`config.mk`:
```
export PLATFORM = sky130hd
export DESIGN_NAME = y_coeff_serializer
export DESIGN_NICKNAME = d
export VERILOG_FILES = /design/src/rtl/y_coeff_serializer.sv
export SDC_FILE = /design/constraint.sdc
export NUM_CORES = 1
export LEC_CHECK = 0
export CAP_MARGIN = 20
export CORE_ASPECT_RATIO = 2
export CORE_MARGIN = 8
export CORE_UTILIZATION = 35
export DETAILED_ROUTE_END_ITERATION = 8
export PLACE_DENSITY_LB_ADDON = 0.2
export RECOVER_POWER = 100
export SYNTH_ARGS = -nofsm -noshare
export SYNTH_HDL_FRONTEND = slang
export SYNTH_SLANG_ARGS = --single-unit
```
`constraint.sdc`:
```
create_clock -name clk -period 90.1 [get_ports clk]
set_input_delay 9.01 -clock clk [delete_from_list [all_inputs] [get_ports clk]]
set_output_delay 9.01 -clock clk [all_outputs]
set_load 0.02 [all_outputs]
```
`src/rtl/y_coeff_serializer.sv`:
```
// Ping-pong capture of a 64-coefficient y_dct block and one-per-beat valid/ready streaming.
// Define Y_SER_ZIGZAG_EN for JPEG zigzag output order; otherwise raster order is used.
module y_coeff_serializer (
    input  logic         clk,
    input  logic         rst,
    input  logic         output_enable,
    input  logic [703:0] coeff_in,
    output logic [10:0]  coeff_out,
    output logic         coeff_valid,
    input  logic         coeff_ready,
    output logic [5:0]   coeff_index,
    output logic         coeff_last,
    output logic         block_dropped
);

    logic [10:0] coeff_z [64];
    logic [10:0] bank_mem [2][64];
    logic [1:0]  full_reg;
    logic        wb_reg;
    logic        rb_reg;
    logic [5:0]  rcnt_reg;
    logic        dropped_reg;
    logic [5:0]  rd_addr;
    logic        capture;
    logic        transfer;

    genvar gi;
    generate
        for (gi = 0; gi < 64; gi++) begin : g_unpack
            assign coeff_z[gi] = coeff_in[gi*11 +: 11];
        end
    endgenerate

`ifdef Y_SER_ZIGZAG_EN
    localparam logic [5:0] ZZ_ORDER [64] = '{
        6'd0,  6'd1,  6'd8,  6'd16, 6'd9,  6'd2,  6'd3,  6'd10,
        6'd17, 6'd24, 6'd32, 6'd25, 6'd18, 6'd11, 6'd4,  6'd5,
        6'd12, 6'd19, 6'd26, 6'd33, 6'd40, 6'd48, 6'd41, 6'd34,
        6'd27, 6'd20, 6'd13, 6'd6,  6'd7,  6'd14, 6'd21, 6'd28,
        6'd35, 6'd42, 6'd49, 6'd56, 6'd57, 6'd50, 6'd43, 6'd36,
        6'd29, 6'd22, 6'd15, 6'd23, 6'd30, 6'd37, 6'd44, 6'd51,
        6'd58, 6'd59, 6'd52, 6'd45, 6'd38, 6'd31, 6'd39, 6'd46,
        6'd53, 6'd60, 6'd61, 6'd54, 6'd47, 6'd55, 6'd62, 6'd63
    };
    assign rd_addr = ZZ_ORDER[rcnt_reg];
`else
    assign rd_addr = rcnt_reg;
`endif

    // Both decisions use pre-edge flags, so a bank freed this edge is still seen as full.
    assign capture  = output_enable && !full_reg[wb_reg];
    assign transfer = full_reg[rb_reg] && coeff_ready;

    always_ff @(posedge clk or posedge rst) begin
        if (rst) begin
            full_reg    <= 2'b00;
            wb_reg      <= 1'b0;
            rb_reg      <= 1'b0;
            rcnt_reg    <= 6'd0;
            dropped_reg <= 1'b0;
        end else begin
            if (output_enable && full_reg[wb_reg]) begin
                dropped_reg <= 1'b1;
            end
            if (capture) begin
                full_reg[wb_reg] <= 1'b1;
                wb_reg           <= ~wb_reg;
            end
            if (transfer) begin
                rcnt_reg <= rcnt_reg + 6'd1;
                if (rcnt_reg == 6'd63) begin
                    full_reg[rb_reg] <= 1'b0;
                    rb_reg           <= ~rb_reg;
                end
            end
        end
    end

    // Storage is never reset; a bank is only written while it is empty.
    always_ff @(posedge clk) begin
        if (capture) begin
            for (int i = 0; i < 64; i++) begin
                bank_mem[wb_reg][i] <= coeff_z[i];
            end
        end
    end

    assign coeff_valid   = full_reg[rb_reg];
    assign coeff_out     = coeff_valid ? bank_mem[rb_reg][rd_addr] : 11'd0;
    assign coeff_index   = rcnt_reg;
    assign coeff_last    = coeff_valid && (rcnt_reg == 6'd63);
    assign block_dropped = dropped_reg;

endmodule

```
==> metrics.cfg, run 1 <==
[worst_setup_path]
crit_path_max_fanout = 96
cp.required_ns = 81.09
endpoint_kind = output pin
cp-start-kind = flop
critPathKind = reg2out
worstPathArrival_ns = 14.34

[layout]
largest_register_ffs = 1408
drive_above_1_share_pct = 18.0
area_growth_pct = 26.2
final_common_cell = edfxtp_1
layout_common_cells = edfxtp_1, dlygate4sd3_1, mux4_2
fin_nets = 3858

[sta]
setup_ws_ns = 66.75
rsz0062_at_grt = no
final-hold-violation-count = 0
setup_viol_count_final = 0
clock-skew-final_ns = 0.0523
period_needed_ns = 23.35
worst_slew_pin_slew_ns = 9.48
finalCritPeriodShare_pct = 25.9
setup_tns_ns = 0
slew_headroom_pct = -532
maxSlewViolCount = 1742
fmax_mhz = 42.8

[synth]
synth_ff_type = edfxtp_1
syn_nets = 3065
synth_compound_area_share_pct = 2.97
yosys_register_bits = 1419
netlist_top_cells_area = edfxtp_1, mux4_2, mux2i_1, a22oi_1, o22ai_1
synth-seq-area-share_pct = 78.7
synth_adder_area_share_pct = 0.0231
synth_cell_types = 56
syn_area_mm2 = 0.0541
synth-simple-area-share_pct = 1.35
postSynth.asyncResetShare_pct = 0.775
synthMuxAreaShare_pct = 15.4
netlist.area_leader.share_pct = 78.2
synth_xor_xnor_area_share_pct = 0.0972
syn_inst = 2356
synth_top_family_by_area = multiplexers
yosysTopAreaCell = edfxtp_1
syn_avg_cell_area_um2 = 23.0
yosysWarnings = 0
synth-edff-count = 1408

[clocking]
clkLatencyLatePin_ns = 0.78
clkSlewWorstSetupHoldPaths_ns = 0.07
cts_inserted_buffers = 143
clkSinkCount = 1419
post_cts_resized = 0
ctsHoldBuffers = 0
cts_root_buffer = clkbuf_16
cts_setup_buffers = 0
htreeDepth = 4
clockBufferDepth = 4
cts_tree = yes

[detailed_routing]
wl_um = 172000
vias_per_cell = 5.25
vias = 28638
postRouteAntennaNets = 0
initialDrtViolationCount = 3036
drc = 0
dr.pass1.iters = 5
routedWlPerCell_um = 31.6

[min_path]
hp-class = reg2reg

[global_route]
grt_overflow = 0
grt_pass1_vias = 30076
grt_pass1_wl_um = 236000
grt_use_total_pct = 20.0
antenna_found_initial = 230
grt_max_degree = 165

[power_and_ir_drop]
p_per_area_mw_per_mm2 = 26.7
ir_drop_v = 0.0000188
power.leakage_nw = 21.1

[die]
rows = 204
start_util_pct = 35.1
die-area_mm2 = 0.168
coreArea_mm2 = 0.154
die_y_um = 572
die_w_um = 294
ioPinCount = 728

[outcome]
violations = capacitance limit, slew limit
status = complete, but fails checks

[place]
hpwl_um = 122000
port_buffers = 727
gp_congestion = 0.798
dp_slack_ns = 75.28

[flow_run]
drv_cap = 28

where the power goes:
group / internal (mW) / total, mW / switching [mW]
sequential: 0.790 / 0.809 / 0.0193
combinational: 0.159 / 0.442 / 0.282
clock: 0.322 / 0.573 / 0.251
worst max-delay path: stages (launching register included):
cell and delay (ns):
dfrtp_1 1.78, clkbuf_1 1.68, clkbuf_1 5.94, mux4_2 1.07, o22ai_1 0.24, nor4_1 0.71, o22ai_1 0.29, a311oi_1 0.94
dlygate4sd3_1 0.80
cells in the mapped netlist, types with 4 or more instances:
library cell / instances
a21oi_1: 44
clkbuf_1: 44
buf_4: 21
mux2i_1: 67
buf_1: 5
a22oi_1: 44
nor4_1: 6
nor2_1: 29
buf_2: 32
mux2_2: 5
a22o_1: 5
nand2_1: 60
mux4_2: 336
nor3_1: 4
o22ai_1: 49
nand3_1: 15
o21ai_0: 21
a211oi_1: 10
or4_1: 9
dfrtp_1: 11
buf_6: 25
nand2b_1: 7
inv_1: 5
edfxtp_1: 1408
nor2b_1: 10
a311oi_1: 7
o221ai_1: 17
xnor2_1: 5
o22a_1: 9
a32oi_1: 4
metrics by stage:
step | area, um^2 | utilization (%) | hold WS, ns | total power, mW | cells
3_3_place_gp | 63600 | 41.3 | 0.469 | 1.28 | 5064
6_report | 68200 | 44.3 | 0.490 | 1.82 | 5455
2_1_floorplan | 54100 | - | 0.521 | 1.13 | 2356
3_5_place_dp | 63600 | 41.3 | 0.480 | 1.28 | 5064
4_1_cts | 68000 | 44.2 | 0.496 | 1.85 | 5312
5_1_grt | 67900 | 44.1 | 0.523 | 1.89 | 5328
metal layers:
metal	wire, um	global-route usage, %	vias up
met1	68000	27.3	14831
met3	25100	9.07	310
met2	75400	29.7	1493
met4	2930	3.57	128
li1	-	-	11876
met5	838	0	-
cell type report:
class / instances / area [um^2]
Antenna cell: 143 / 358
Clock buffer: 171 / 3770
Clock inverter: 77 / 628
Fill cell: 13289 / 85700
Inverter: 7 / 28.8
Multi-Input combinational cell: 803 / 10700
Sequential cell: 1419 / 42600
Tap cell: 2060 / 2580
Timing Repair Buffer: 775 / 7570
worst paths after layout:
check | start | endpoint | slack [ns] | depth (start not counted)
min | block_dropped | block_dropped | 0.49 | 1
max in group asynchronous | rst | coeff_index[4] | 80.96 | 2
min in group asynchronous | rst | block_dropped | 8.72 | 2
min reg2reg | block_dropped | block_dropped | 0.49 | 1
max | rb_reg | coeff_out[0] | 66.75 | 8
max reg2reg | full_reg[0] | bank_mem[0][268] | 77.02 | 5
logic make-up (layout without fill, tap and decap cells):
family / Yosys count / in the layout
DFF: 1419 / 1419
muxes: 409 / 409
AOI/OAI and AO/OA: 233 / 233
and+or+nand+nor: 154 / 154
buffers and inverters: 134 / 1030
xor gates and xnor gates: 6 / 6
adders and majority gates: 1 / 1
other: 0 / 143
Power figures use the tool's default switching activity.
==> inputs of run 2 (changes only) <==
- clock period: 90.1 -> 20.8 ns (I/O delays scaled with it)
==> run 2 against run 1 <==
  * The run still ends with capacitance limit, slew limit left
  * Sequential share of layout area hardly changed
  * Final cell count shrank 0.44%
  * Worst setup slack got worse by 60 ns
  * Largest power group unchanged
==> metrics.cfg, run 2 (synthesized netlist as in run 1, its figures left out) <==
[place]
gp_congestion = 0.789  ; was 0.798
port_buffers = 727  ; unchanged
post_dp_cell_area_mm2 = 0.0636  ; about the same
hpwl_um = 121000  ; was 122000 um

[detailed_routing]
wl_um = 171000  ; was 172000 um
dr.pass1.iters = 5  ; unchanged
drc = 0  ; unchanged
routedWlPerCell_um = 31.6  ; about the same
postRouteAntennaNets = 0  ; unchanged
initialDrtViolationCount = 2838  ; was 3036
vias = 28647  ; was 28638
vias_per_cell = 5.27  ; was 5.25

[die]
coreArea_mm2 = 0.154  ; unchanged
ioPinCount = 728  ; unchanged
die_w_um = 294  ; unchanged
die-area_mm2 = 0.168  ; unchanged
start_util_pct = 35.1  ; unchanged
rows = 204  ; unchanged
die_y_um = 572  ; unchanged

[layout]
fin_nets = 3851  ; was 3858
layout_common_cells = edfxtp_1, dlygate4sd3_1, mux4_2  ; unchanged
final_common_cell = edfxtp_1  ; unchanged
largest_register_ffs = 1408  ; unchanged
final.fill_count = 13157  ; was 13289
area_growth_pct = 26.1  ; was 26.2%
drive_above_1_share_pct = 18.0  ; about the same
final_area_mm2 = 0.0682  ; about the same

[sta]
slew_headroom_pct = -467  ; was -532%
finalCritPeriodShare_pct = 66.0
setup_tns_ns = 0  ; unchanged
clock-skew-final_ns = 0.0349  ; was 0.0523 ns
setup_viol_count_final = 0  ; unchanged
period_needed_ns = 13.74
timing.hold.ws_ns = 0.457  ; was 0.490 ns
fmax_mhz = 72.8
final-hold-violation-count = 0  ; unchanged
maxSlewViolCount = 1654  ; was 1742
worst_slew_pin_slew_ns = 8.50  ; was 9.48 ns
rsz0062_at_grt = no  ; unchanged

[clocking]
htreeDepth = 4  ; unchanged
cts_tree = yes  ; unchanged
clkSinkCount = 1419  ; unchanged
cts_setup_buffers = 0  ; unchanged
cts_root_buffer = clkbuf_16  ; unchanged
ctsHoldBuffers = 0  ; unchanged
clkSlewWorstSetupHoldPaths_ns = 0.06  ; was 0.07 ns
cts_inserted_buffers = 133  ; was 143
clockBufferDepth = 3  ; was 4
clkLatencyLatePin_ns = 0.76  ; was 0.78 ns
post_cts_resized = 0  ; unchanged

[global_route]
antenna_found_initial = 269  ; was 230
grt_pass1_wl_um = 234000  ; was 236000 um
grt_pass1_vias = 29864  ; was 30076
grt_use_total_pct = 20.1  ; was 20.0%
grt_overflow = 0  ; unchanged
grt_max_degree = 146  ; was 165

[power_and_ir_drop]
p_per_area_mw_per_mm2 = 117  ; was 26.7 mW/mm^2
ir_drop_v = 0.0000963  ; was 0.0000188 V
power.leakage_nw = 21.1  ; about the same

[worst_setup_path]
crit_path_max_fanout = 121  ; was 96
endpoint_kind = output pin  ; unchanged
cp.required_ns = 18.72  ; was 81.09 ns
critPathKind = reg2out  ; unchanged
worstPathArrival_ns = 11.66  ; was 14.34 ns
cp-start-kind = flop  ; unchanged

[min_path]
hp-class = reg2reg  ; unchanged

[outcome]
status = complete, but fails checks  ; unchanged
violations = capacitance limit, slew limit  ; unchanged

[flow_run]
drv_cap = 26  ; was 28

[run 2: cell count changes in the layout (fill, tap and decap cells not counted), sizes merged]
cell / change
buf: +3
diode: -18
clkinv: -5
clkbuf: -13
bufinv: +8
dlygate4sd3: +2
inv: +1
clkdlybuf4s50: -2
[run 2: layout make-up]
class | instances | area [um^2] | area share, %
Antenna cell | 125 | 313 | 0.459
Timing Repair Buffer | 778 | 7590 | 11.1
Tap cell | 2060 | 2580 | 3.78
Sequential cell | 1419 | 42600 | 62.4
Clock inverter | 81 | 883 | 1.30
Clock buffer | 158 | 3510 | 5.14
Multi-Input combinational cell | 803 | 10700 | 15.8
Inverter | 7 | 28.8 | 0.0422
[run 2: critical path, stage by stage (launching register included)]
cell and delay [ns]:
dfrtp_4 0.75, clkbuf_1 5.85, nor2b_1 1.68, a22oi_1 0.69, nand3_1 0.20, o311ai_0 0.14, o21ai_0 0.18, a211oi_1 0.43
dlygate4sd3_1 0.76
[run 2: per-layer routing]
layer  global-route usage (%)  vias up  wire length, um
li1                         -    11828                -
met1                     26.2    14749            66100
met2                     28.5     1466            72100
met3                     11.0      412            26300
met4                     6.33      192             5670
met5                        0        -             1210
[run 2: power breakdown]
group	switching (mW)	total (mW)	internal, mW	leakage (nW)
Clock	1.07	2.48	1.41	2.15
Combinational	1.21	1.98	0.769	6.10
Sequential	0.0894	3.50	3.41	12.8
[run 2: final timing paths]
path                           startpoint  slack, ns               end  cells after the start
max in group asynchronous             rst      18.66    coeff_index[3]                      2
hold / removal              block_dropped       0.46     block_dropped                      1
setup reg to reg                   wb_reg      10.29  bank_mem[1][701]                      5
hold reg to reg             block_dropped       0.46     block_dropped                      1
setup / recovery           coeff_index[0]       7.06      coeff_out[5]                      8
min in group asynchronous             rst       1.78    coeff_index[0]                      2
[run 2: through the flow]
stage,total power [mW],setup WS [ns],cells,utilization [%]
floorplan,4.63,0.153,2356,-
global placement,5.52,13.27,5065,41.3
detailed placement,5.54,13.33,5065,41.3
CTS,8.03,12.50,5304,44.2
global route,8.26,6.58,5326,44.1
finish,7.97,7.06,5431,44.3
